### src/rtl/decodificador_servo_pkg.sv
// Shared constants, state codes and threshold helper for the servo PWM decoder.
package servo_pkg;

    localparam int LARGURA_0_PADRAO   = 36_111;
    localparam int PASSO_PADRAO       = 11_111;
    localparam int TOLERANCIA_PADRAO  = 2_000;
    localparam int PERIODO_MAX_PADRAO = 1_250_000;

    localparam logic [3:0] EST_ESPERA_BAIXO  = 4'd0;
    localparam logic [3:0] EST_ESPERA_SUBIDA = 4'd1;
    localparam logic [3:0] EST_MEDE          = 4'd2;
    localparam logic [3:0] EST_AVALIA        = 4'd3;

    typedef enum logic [3:0] {
        ESPERA_BAIXO  = EST_ESPERA_BAIXO,
        ESPERA_SUBIDA = EST_ESPERA_SUBIDA,
        MEDE          = EST_MEDE,
        AVALIA        = EST_AVALIA
    } estado_t;

    // Lower width bound for position k: halfway between nominal widths k-1 and k.
    // Called only with constant arguments, so it folds to a constant compare.
    function automatic logic [20:0] limiar(input int largura_0, input int passo, input int k);
        return 21'(largura_0 + k * passo - passo / 2);
    endfunction

endpackage

### src/rtl/decodificador_servo_sincroniza_borda.sv
// Two-flop synchronizer for the asynchronous PWM input plus an edge register.
// The flops are deliberately not reset so that a pulse already high during
// reset never looks like a fresh rising edge once reset is released.
module sincroniza_borda (
    input  logic clock,
    input  logic entrada,
    output logic nivel,
    output logic subida,
    output logic descida
);

    logic s1_q;
    logic s2_q;
    logic s3_q;

    // Synchronize the input and keep the previous synchronized level.
    always_ff @(posedge clock) begin
        s1_q <= entrada;
        s2_q <= s1_q;
        s3_q <= s2_q;
    end

    assign nivel   = s2_q;
    assign subida  = s2_q & ~s3_q;
    assign descida = ~s2_q & s3_q;

endmodule

### src/rtl/decodificador_servo.sv
// Servo PWM receiver: measures each high pulse, decodes it to a 3-bit
// position, flags out-of-range pulses and loss of signal.
//
// state         | meaning
// ESPERA_BAIXO  | wait for a low input so a pulse in flight is discarded
// ESPERA_SUBIDA | idle, waiting for the next rising edge
// MEDE          | counting high cycles of the current pulse
// AVALIA        | pulse ended, hand the count to the result stage
module decodificador_servo
    import servo_pkg::*;
#(
    parameter int LARGURA_0   = LARGURA_0_PADRAO,
    parameter int PASSO       = PASSO_PADRAO,
    parameter int TOLERANCIA  = TOLERANCIA_PADRAO,
    parameter int PERIODO_MAX = PERIODO_MAX_PADRAO
) (
    input  logic        clock,
    input  logic        reset,
    input  logic        pwm_in,
    output logic [2:0]  posicao,
    output logic [20:0] largura,
    output logic        pronto,
    output logic        erro,
    output logic        sem_sinal,
    output logic [3:0]  db_estado
);

    localparam logic [20:0] LARG_MIN = 21'(LARGURA_0 - TOLERANCIA);
    localparam logic [20:0] LARG_MAX = 21'(LARGURA_0 + 7 * PASSO + TOLERANCIA);
    localparam logic [20:0] PER_MAX  = 21'(PERIODO_MAX);

    logic nivel;
    logic subida;
    logic descida;

    estado_t     estado_q, estado_d;
    logic [20:0] cont_q, cont_d;
    logic [20:0] medida_q, medida_d;
    logic        fim_q, fim_d;
    logic [20:0] largura_q, largura_d;
    logic [2:0]  posicao_q, posicao_d;
    logic        erro_q, erro_d;
    logic        pronto_q, pronto_d;
    logic [20:0] periodo_q, periodo_d;
    logic        sem_sinal_q, sem_sinal_d;
    logic        valida;
    logic [2:0]  pos_dec;

    sincroniza_borda u_sincroniza (
        .clock   (clock),
        .entrada (pwm_in),
        .nivel   (nivel),
        .subida  (subida),
        .descida (descida)
    );

    // Measurement FSM: count the pulse and hand the final count to the result stage.
    always_comb begin
        estado_d = estado_q;
        cont_d   = cont_q;
        medida_d = medida_q;
        fim_d    = 1'b0;
        case (estado_q)
            ESPERA_BAIXO: begin
                if (!nivel) estado_d = ESPERA_SUBIDA;
            end
            ESPERA_SUBIDA: begin
                if (subida) begin
                    cont_d   = 21'd1;
                    estado_d = MEDE;
                end
            end
            MEDE: begin
                if (descida) begin
                    estado_d = AVALIA;
                end else if (cont_q > LARG_MAX) begin
                    // Stuck-high or overlong pulse: report it now and resync on the next low.
                    medida_d = cont_q;
                    fim_d    = 1'b1;
                    estado_d = ESPERA_BAIXO;
                end else if (nivel) begin
                    cont_d = cont_q + 21'd1;
                end
            end
            AVALIA: begin
                medida_d = cont_q;
                fim_d    = 1'b1;
                estado_d = ESPERA_SUBIDA;
            end
            default: estado_d = ESPERA_BAIXO;
        endcase
    end

    // Result stage: range check and decode of the finished measurement.
    always_comb begin
        valida  = (medida_q >= LARG_MIN) && (medida_q <= LARG_MAX);
        pos_dec = 3'd0;
        for (int k = 1; k < 8; k++) begin
            if (medida_q >= limiar(LARGURA_0, PASSO, k)) pos_dec = 3'(k);
        end
        largura_d = largura_q;
        posicao_d = posicao_q;
        erro_d    = erro_q;
        pronto_d  = fim_q;
        if (fim_q) begin
            largura_d = medida_q;
            if (valida) begin
                posicao_d = pos_dec;
                erro_d    = 1'b0;
            end else begin
                erro_d = 1'b1;
            end
        end
    end

    // Loss-of-signal watchdog: cycles since the last rising edge, saturating.
    always_comb begin
        if (subida)                  periodo_d = '0;
        else if (periodo_q == PER_MAX) periodo_d = PER_MAX;
        else                         periodo_d = periodo_q + 21'd1;
        sem_sinal_d = (periodo_d == PER_MAX);
    end

    // State and output registers with synchronous reset.
    always_ff @(posedge clock) begin
        if (reset) begin
            estado_q    <= ESPERA_BAIXO;
            cont_q      <= '0;
            medida_q    <= '0;
            fim_q       <= 1'b0;
            largura_q   <= '0;
            posicao_q   <= 3'd0;
            erro_q      <= 1'b0;
            pronto_q    <= 1'b0;
            periodo_q   <= '0;
            sem_sinal_q <= 1'b0;
        end else begin
            estado_q    <= estado_d;
            cont_q      <= cont_d;
            medida_q    <= medida_d;
            fim_q       <= fim_d;
            largura_q   <= largura_d;
            posicao_q   <= posicao_d;
            erro_q      <= erro_d;
            pronto_q    <= pronto_d;
            periodo_q   <= periodo_d;
            sem_sinal_q <= sem_sinal_d;
        end
    end

    assign posicao   = posicao_q;
    assign largura   = largura_q;
    assign pronto    = pronto_q;
    assign erro      = erro_q;
    assign sem_sinal = sem_sinal_q;
    assign db_estado = estado_q;

endmodule

### config.mk
export PLATFORM = sky130hd
export DESIGN_NAME = decodificador_servo
export DESIGN_NICKNAME = d
export VERILOG_FILES = /design/src/rtl/decodificador_servo_pkg.sv /design/src/rtl/decodificador_servo_sincroniza_borda.sv /design/src/rtl/decodificador_servo.sv
export SDC_FILE = /design/constraint.sdc
export NUM_CORES = 1
export LEC_CHECK = 0
export CAP_MARGIN = 20
export CORE_MARGIN = 4
export CORE_UTILIZATION = 55
export CTS_BUF_LIST = sky130_fd_sc_hd__clkbuf_8
export CTS_CLUSTER_SIZE = 30
export DETAILED_ROUTE_END_ITERATION = 8
export GPL_ROUTABILITY_DRIVEN = 0
export PLACE_DENSITY = 0.79
export SLEW_MARGIN = 20
export SYNTH_ARGS = -nofsm -noshare
export SYNTH_HDL_FRONTEND = slang
export SYNTH_SLANG_ARGS = --single-unit
### constraint.sdc
create_clock -name clock -period 6.4 [get_ports clock]
set_input_delay 0.64 -clock clock [delete_from_list [all_inputs] [get_ports clock]]
set_output_delay 0.64 -clock clock [all_outputs]
set_load 0.02 [all_outputs]
==> reports/results.txt <==
run status -> finished clean
critical register-to-register path startpoint -> db_estado[0]
Initial Util -> 56.7%
routed vias -> 4216
pin count of the biggest net entering global routing -> 77
Clock Skews -> 9.31 ps
CTS Root Cell -> sky130_fd_sc_hd__clkbuf_8
critical path capture point type -> flop
highest attainable clock frequency -> 0.376 GHz
count of input and output buffers -> 31
Post-Place Setup Slack -> 3820 ps
distinct cell type count of the synthesized netlist -> 62
iteration count of the initial detailed-routing pass -> 5
Hold-fix buffers, CTS -> 0
area share of fa/ha/maj cells after synthesis -> 2.02%
first-pass GRT wire length -> 17800 um
startpoint of the most critical setup path -> db_estado[0]
Worst Reg2Reg Path Length in Cells -> 7
clock period minus worst slack -> 2660 ps
path class of the lowest-slack min-delay path -> flop to flop
multiplexer area fraction after synthesis -> 9.11%
kind of cell adding the most delay to the critical path -> compound AO/OA/AOI/OAI gates
Worst Path Buf+Inv -> 1
hold wc startpoint -> u_sincroniza.s1_q
Gates resized, CTS repair -> 0
antenna violations before repair -> 0
internal reg-to-reg setup slack -> 3740 ps
combinational fraction of design power -> 13.7%
post-synthesis instance area -> 4940 um2
compound-cell area share of the yosys netlist -> 13.1%
number of maximum-capacitance violations -> 0
unrepaired setup endpoints after global routing -> false
Final nets -> 599
setup TNS after final layout -> 0 ps
worst slew margin relative to its limit -> 25.6%
GRT Total Usage -> 20.8%
per-cell routed wire length -> 15.0 um
count of flip-flops with a built-in enable after synthesis -> 0
leading cell types in the layout, fill and taps excluded -> sky130_fd_sc_hd__dfxtp_1 (96), sky130_fd_sc_hd__nor2_1 (66), sky130_fd_sc_hd__mux2i_1 (45), sky130_fd_sc_hd__nand2b_1 (45), sky130_fd_sc_hd__nand2_1 (34)
final wirelength -> 10500 um
final antenna-violating net count -> 0
share of the synthesized netlist area taken by xor and xnor gates -> 3.90%
warning count from the yosys run -> 0
primary flip-flop cell chosen by synthesis mapping -> sky130_fd_sc_hd__dfxtp_1
most common cell after layout, fill and taps aside -> sky130_fd_sc_hd__dfxtp_1
end point of the most critical hold path -> u_sincroniza.nivel
critical setup path kind -> flop to flop
Simple-Gate Fraction of Synth Area -> 28.1%
via count normalized by instance count -> 6.01
worst IR drop on VDD -> 0.208 mV
number of rows created at floorplan -> 34
Max H-tree Level -> 3
Post-CTS Setup Bufs -> 0
share of async-settable or async-resettable flops after synthesis -> 0%
cell count after synthesis -> 582
post-detailed-placement half-perimeter wirelength -> 7460 um
number of hold-slack violations in the final timing report -> 0
# diodes -> 0
vias in the first global route -> 3835
fraction of power consumed by the clock network -> 32.5%
P_sw -> 0.000333 W
P_int -> 0.000829 W
worst endpoint data arrival time -> 2950 ps
dominant combinational cell family by area after synthesis -> simple AND/OR/NAND/NOR gates
type of origin of the critical path -> flop
worst reg2reg path endpoint -> cont_q[9]
area of the core -> 8720 um2
mean cell area of the mapped netlist -> 8.49 um2
Crit path largest cell delay -> 590 ps
# setup viols final -> 0
Die Outline Area -> 10600 um2
clock-pin transition on the worst setup and hold timing paths -> 100 ps
number of buffers on the longest clock path -> 2
share of cells above drive strength 1 -> 5.23%
source-to-sink clock delay at the later pin of the worst-skew pair -> 360 ps
net switching fraction of the power -> 28.6%
clk sinks -> 96
Least-Margin Pin Slew -> 1110 ps
Horiz. Die Dim -> 103 um
crit-path cells -> inv_1, ha_1, nand2_1, a211oi_1, o311ai_2, or4_1, a21oi_1
Leakage -> 1.92 nW
overall overflow remaining after global route -> 0
chip height -> 103 um
CP max FO -> 18
post-synthesis sequential area ratio -> 38.9%
post-detailed-route DRC marker count -> 0
hold-critical path depth -> 0
Final WS setup -> 3740 ps
ports placed on the boundary -> 34
max-slew violations -> 0
CTS tree -> built
sequential fraction of design power -> 53.8%
area overhead of the layout relative to synthesis -> 10.0%
Req. time, crit path -> 6690 ps
ratio of final minimum period to clock period -> 41.6%
Power Dens Cells -> 214 nW/um2
Synth Register Bits -> 96
slowest stage cell on the critical path -> sky130_fd_sc_hd__or4_1
total clock buffers created by CTS -> 9
Iter 0 DRT Violations -> 238
==> sequential cells by signal, indices dropped and copies added, names as in the netlist, 2 cells and up <==
name	count
periodo_q	21
largura	21
db_estado	2
posicao	3
medida_q	21
cont_q	21
==> stage by stage <==
stage,power [W],cells,hold slack [ps],cell area (um2),util [%]
after floorplan,0.000759,583,310,4950,-
after global placement,0.000791,685,313,5240,60.1
after detailed placement,0.000795,685,312,5240,60.1
after CTS,0.00117,701,333,5430,62.3
after global routing,0.00121,701,342,5440,62.4
final,0.00116,701,333,5440,62.4
==> routing by layer <==
metal / global-route usage (%) / vias to the layer above / part of all wire, % / wire length (um)
li1: - / 2092 / - / -
met1: 29.2 / 1955 / 47 / 4920
met2: 32.0 / 140 / 46 / 4810
met3: 3.11 / 29 / 5.3 / 556
met4: 9.06 / 0 / 2.2 / 227
met5: 0 / - / 0 / 0
==> cells by family (layout without fill, tap and decap cells) <==
logic type / Yosys count / in the layout
XOR/XNOR: 22 / 22
buffers and inverters: 58 / 68
flip-flops: 96 / 96
adder cells (fa/ha/maj): 8 / 8
other: 1 / 2
AO/OA/AOI/OAI: 92 / 92
AND/OR/NAND/NOR: 260 / 260
multiplexers: 45 / 45
==> cell usage after synthesis (all sizes together), types with 3 or more instances <==
cell type | instances | area, um2
nor2 | 66 | 248
nand2 | 34 | 128
a311oi | 6 | 52.6
nand4 | 10 | 68.8
xnor2 | 14 | 123
o211ai | 4 | 30.0
xor2 | 8 | 70.1
clkbuf | 32 | 120
dfxtp | 96 | 1920
nand2b | 45 | 282
o31ai | 6 | 45.0
nor2b | 6 | 37.5
o21ai | 13 | 65.1
ha | 8 | 100
buf | 7 | 45.0
nand3 | 23 | 115
nor4 | 10 | 77.6
inv | 19 | 71.3
o41ai | 3 | 26.3
a31oi | 5 | 31.3
a21oi | 23 | 115
and2 | 5 | 31.3
a211oi | 6 | 45.0
mux2i | 45 | 450
or4 | 11 | 82.6
or3 | 11 | 68.8
nor3 | 21 | 115
a2111oi | 3 | 26.3
and3 | 7 | 43.8
==> worst reg2reg max path, stage by stage (launching register included) <==
cell and delay, ps:
sky130_fd_sc_hd__dfxtp_1 360, sky130_fd_sc_hd__inv_1 100, sky130_fd_sc_hd__ha_1 310, sky130_fd_sc_hd__nand2_1 180, sky130_fd_sc_hd__a211oi_1 460, sky130_fd_sc_hd__o311ai_2 420, sky130_fd_sc_hd__or4_1 590, sky130_fd_sc_hd__a21oi_1 180
==> power groups by stage <==
stage / Clock (W) / Sequential [W] / Combinational (W)
2_1_floorplan: 0 / 0.000641 / 0.000118
3_3_place_gp: 0 / 0.000638 / 0.000153
3_5_place_dp: 0 / 0.000639 / 0.000157
4_1_cts: 0.000388 / 0.000625 / 0.000158
5_1_grt: 0.000411 / 0.000628 / 0.000172
6_report: 0.000378 / 0.000625 / 0.000159
==> worst max path at each step <==
| stage | to | slack (ps) | cells past startpoint |
|---|---|---|---|
| 2_1_floorplan | cont_q[13] | 4260 | 6 |
| 3_3_place_gp | sem_sinal | 3980 | 5 |
| 3_5_place_dp | cont_q[16] | 3820 | 7 |
| 4_1_cts | cont_q[16] | 3800 | 7 |
| 5_1_grt | cont_q[9] | 3540 | 7 |
| 6_report | cont_q[9] | 3740 | 7 |
==> area by class of cell <==
class	instances	area (um2)
well taps	108	135
repair buffers	33	323
inverters	19	71.3
flip-flops and latches	96	1920
multi-input cells	429	2800
clock inverters	6	50.0
clock buffers	10	138
fillers	744	3280
Note: power is estimated with default switching activity, not from simulation.
